===== src/rtl/dtw_min_finder.sv =====
// dtw_min_finder: scans ref_len DTW cost words from the sink FIFO, tracks the minimum
// cost and its first position, and reports whether that minimum beats the threshold.
module dtw_min_finder #(
    parameter int DWIDTH = 32,
    parameter int CWIDTH = 32
) (
    input  logic              clk,
    input  logic              rst,
    input  logic              i_start,
    input  logic [CWIDTH-1:0] i_ref_len,
    input  logic [DWIDTH-1:0] i_threshold,
    output logic              o_fifo_rden,
    input  logic              i_fifo_empty,
    input  logic [DWIDTH-1:0] i_fifo_data,
    output logic              o_busy,
    output logic              o_done,
    output logic [DWIDTH-1:0] o_min_cost,
    output logic [CWIDTH-1:0] o_min_pos,
    output logic              o_match
);
    typedef enum logic [1:0] {IDLE, RUN, DONE} state_t;
    state_t            r_state, w_next;
    logic [CWIDTH-1:0] r_len, r_issued, r_received, r_min_pos;
    logic [DWIDTH-1:0] r_thr, r_min_cost, w_min_nxt;
    logic              r_valid, r_match, w_upd, w_last;
    // Issue compares against the latched length, so a full-range ref_len never wraps.
    always_comb begin
        o_fifo_rden = (r_state == RUN) && !i_fifo_empty && (r_issued < r_len);
        w_upd       = r_valid && (i_fifo_data < r_min_cost);
        w_min_nxt   = w_upd ? i_fifo_data : r_min_cost;
        w_last      = r_valid && (r_received == r_len - CWIDTH'(1));
        w_next      = (r_state == IDLE) ? (i_start ? ((i_ref_len == '0) ? DONE : RUN) : IDLE) :
                      (r_state == RUN)  ? (w_last ? DONE : RUN) : IDLE;
    end
    always_ff @(posedge clk) begin
        if (rst) begin
            r_state    <= IDLE;
            r_len      <= '0;
            r_thr      <= '0;
            r_issued   <= '0;
            r_received <= '0;
            r_valid    <= 1'b0;
            r_min_cost <= '1;
            r_min_pos  <= '0;
            r_match    <= 1'b0;
        end else begin
            r_state <= w_next;
            r_valid <= o_fifo_rden;
            if (r_state == IDLE && i_start) begin
                r_len      <= i_ref_len;
                r_thr      <= i_threshold;
                r_issued   <= '0;
                r_received <= '0;
                r_min_cost <= '1;
                r_min_pos  <= '0;
                r_match    <= 1'b0;
            end else begin
                if (o_fifo_rden) r_issued <= r_issued + CWIDTH'(1);
                if (r_valid) r_received <= r_received + CWIDTH'(1);
                if (w_upd) begin
                    r_min_cost <= i_fifo_data;
                    r_min_pos  <= r_received;
                end
                // Match uses the minimum including the word arriving on this edge.
                if (r_state == RUN && w_last) r_match <= (w_min_nxt < r_thr);
            end
        end
    end
    assign o_busy     = (r_state != IDLE);
    assign o_done     = (r_state == DONE);
    assign o_min_cost = r_min_cost;
    assign o_min_pos  = r_min_pos;
    assign o_match    = r_match;
endmodule


===== config.mk =====
export PLATFORM = sky130hd
export DESIGN_NAME = dtw_min_finder
export DESIGN_NICKNAME = d
export VERILOG_FILES = /design/src/rtl/dtw_min_finder.sv
export SDC_FILE = /design/constraint.sdc
export NUM_CORES = 1
export LEC_CHECK = 0
export CAP_MARGIN = 10
export CORE_MARGIN = 4
export CORE_UTILIZATION = 39
export DETAILED_ROUTE_END_ITERATION = 7
export DONT_BUFFER_PORTS = 1
export SLEW_MARGIN = 25
export SYNTH_ARGS = -nofsm -noshare
export SYNTH_HDL_FRONTEND = slang
export SYNTH_SLANG_ARGS = --single-unit

===== constraint.sdc =====
create_clock -name clk -period 4.8 [get_ports clk]
set_clock_uncertainty 0.15 [all_clocks]
set_input_delay 1.2 -clock clk [delete_from_list [all_inputs] [get_ports clk]]
set_output_delay 1.2 -clock clk [all_outputs]
set_load 0.1 [all_outputs]

==> summary.txt <==
Worst setup path
  • CP max FO: 7
  • CP endpoint kind: output pin
  • CP Launch Type: flip-flop
  • Register-to-register setup slack: 0.62 ns
  • WS Path Type: reg2out
  • Critical Path RT: 3.45 ns
  • R2r startpoint: o_min_cost[30]
  • Crit path from: r_len[9]
  • CP arrival: 3.21 ns

Drt
  • Wire per inst: 16.8 um
  • Final antenna-violating net count: 0
  • Initial DRT Pass Iterations: 5
  • Residual DRC count: 0
  • Via-to-Cell Ratio: 5.31
  • Final wirelength: 30.6 mm
  • Via count: 9,657
  • Detailed Route Iter0 Violations: 565

Min path
  • Min-delay src: r_thr[1]
  • Hold Path Class: reg2reg

Job
  • Max-Cap Viols: 0

Timing
  • Final setup vio count: 0
  • Slew Limit Fails: 0
  • Final hold vios: 0
  • Final period utilization: 95.1%
  • Min cycle time layout: 4.56 ns
  • Fmax: 219 MHz
  • Relative slew slack: 28.8%
  • RSZ-0062 raised after global routing: false
  • Fin worst setup slack: 0.236 ns
  • Actual slew at the worst max-slew pin: 1.06 ns

Layout
  • Final instance area: 12,600 um^2
  • Area taken by multi-input logic gates: 6650 um^2
  • Fill count: 2,899
  • Area growth syn-to-layout: 11.5%
  • Commonest non-fill, non-tap cells in the layout: nand2_1, dfxtp_1, a21oi_1
  • Layout cells sized above 1: 8.23%
  • Storage cell area: 3920 um^2
  • Commonest non-fill, non-tap cell in the layout: nand2_1
  • Nets: 1,616
  • Ant. Diodes: 0

Clocking
  • Clk_lat worst skew: 0.45 ns
  • H-tree levels: 4
  • CTS tree: done
  • Clk pin slew, worst setup/hold paths: 0.08 ns
  • Clock tree buffer depth: 2
  • CTS sink count: 196
  • Num CTS Buffers: 17
  • Post-CTS setup buffers: 0
  • Root Buffer: clkbuf_16

Pwr
  • Cell Pwr Density: 325 nW/um^2
  • LEAKAGE: 5.01 nW
  • VDD IR-drop max: 0.000209 V

GRT
  • Initial antenna violation count: 0
  • Largest net degree at the start of global routing: 72
  • GRT overflow: 0
  • GRT Util Overall: 19.0%
  • First-pass GRT wire length: 48.2 mm
  • Vias in the first global route: 9,239

Yosys
  • #FFs+latches synth: 196
  • Main synth FF type: dfxtp_1
  • Register area share after synthesis: 34.7%
  • Syn nets: 1,611
  • Leading area contributor after synthesis: dfxtp_1
  • Yosys warns: 0
  • Post-synth EDFFs: 0
  • Mapped Area: 11,300 um^2
  • Netlist cell types: 67
  • Top cell type's share of synthesized area: 34.7%
  • FFs w/ async S/R, synth: 0%
  • Syn Inst Count: 1,415
  • Syn avg cell area: 7.99 um^2
  • Area contributors post-synth: dfxtp_1, ha_1, nand2_1

Floorplanning
  • Die Width: 178 um
  • Die height: 178 um
  • Cell Rows: 62
  • # IOs: 168
  • Starting Density: 39.5%
  • Core Area: 28,600 um^2
  • Full die area: 31,800 um^2

Placed design
  • Final HPWL DP: 23.6 mm
  • Port bufs: 0
  • Dpl ws: -0.235 ns
  • GPL Wtd Cong: 0.909
  • Placed cell area: 12,000 um^2

Run status
  • Status: completed
-- area by class of cell --
type | instances | area share (%)
timing repair buffer | 63 | 3.95
inverter | 108 | 3.22
clock buffer | 17 | 3.38
tap | 384 | 3.81
clock inverter | 15 | 1.72
multi-input combinational | 1034 | 52.8
sequential | 196 | 31.1
-- through the flow --
| step | cells | utilization [%] | hold slack, ns | power, mW | setup TNS (ns) |
|---|---|---|---|---|---|
| 6_report | 1817 | 44.0 | 0.302 | 4.10 | 0 |
| 5_1_grt | 1817 | 44.0 | 0.320 | 4.30 | 0 |
| 4_1_cts | 1817 | 44.0 | 0.301 | 4.14 | 0 |
| 3_5_place_dp | 1785 | 41.8 | 0.291 | 2.56 | -0.235 |
| 3_3_place_gp | 1785 | 41.8 | 0.288 | 2.55 | -0.127 |
| 2_1_floorplan | 1415 | - | 0.286 | 2.37 | 0 |
-- cell usage after synthesis, types with 3 or more instances --
cell type	count
buf_4	5
nor3b_1	5
nand2b_1	36
and4_1	6
or3_1	15
nand3_1	44
a31oi_1	4
nand2_1	210
xnor2_1	33
buf_2	7
and2_1	8
nor2b_1	8
a21oi_1	126
mux2i_1	36
ha_1	96
nor2_1	98
clkbuf_1	50
dfxtp_1	196
inv_1	108
o211ai_1	6
buf_1	10
nor4_1	13
buf_6	5
or4_1	26
or2_2	5
nor3_1	16
a21o_1	21
xor2_1	37
and3_1	13
o31ai_1	24
nand4_1	34
a211oi_1	3
o21ai_0	67
-- sequential cells by signal, indices dropped and copies added (netlist names) --
signal / cells
r_received: 32
r_thr: 32
r_valid: 1
r_len: 32
r_issued: 32
r_state: 2
o_min_cost: 32
o_min_pos: 32
o_match: 1
-- kinds of logic (layout without fill, tap and decap cells) --
group,count (synthesis),count (layout),synth area share [%]
compound gates,278,278,14.7
xor+xnor,70,70,5.42
fa+ha+maj,96,96,10.6
buf+inv,185,203,6.72
flops,196,196,34.7
mux,37,37,3.32
simple gates,553,553,24.5
-- worst max-delay path: stages, from the launching register on --
cell and delay, ns:
dfxtp_1 0.55, inv_1 0.10, ha_1 0.33, a21o_1 0.16, a21o_1 0.19, a2111oi_0 0.45, o311ai_1 0.21, nand4b_1 0.21
nand3_1 0.15, inv_1 0.20, buf_12 0.20
-- routing by layer --
metal | track usage, % | routed length [um] | vias up
met5 | 0 | 0 | -
met4 | 3.81 | 225 | 0
met3 | 5.60 | 2410 | 18
met2 | 32.2 | 14400 | 244
met1 | 24.2 | 13600 | 4486
li1 | - | - | 4909
-- where the power goes --
| group | internal, mW | switching (mW) | total [mW] | leakage, nW |
|---|---|---|---|---|
| clock network | 0.849 | 0.719 | 1.57 | 0.316 |
| logic | 0.289 | 0.510 | 0.799 | 3.10 |
| registers | 1.68 | 0.0562 | 1.73 | 1.59 |
| total | 2.82 | 1.29 | 4.10 | 5.01 |
-- worst paths after layout --
kind	end	cells past startpoint
worst min-delay path	r_thr[1]	2
worst max register to register	o_match	19
worst max-delay path	o_fifo_rden	10
worst min register to register	r_thr[1]	2
-- repair_timing --
action / CTS / global route
resized for setup: 0 / 1
hold endpoints to repair: 0 / 0
hold buffers: 0 / 0
endpoints found under the setup margin: 0 / 1
No activity file was read; power rests on OpenSTA's default activity.
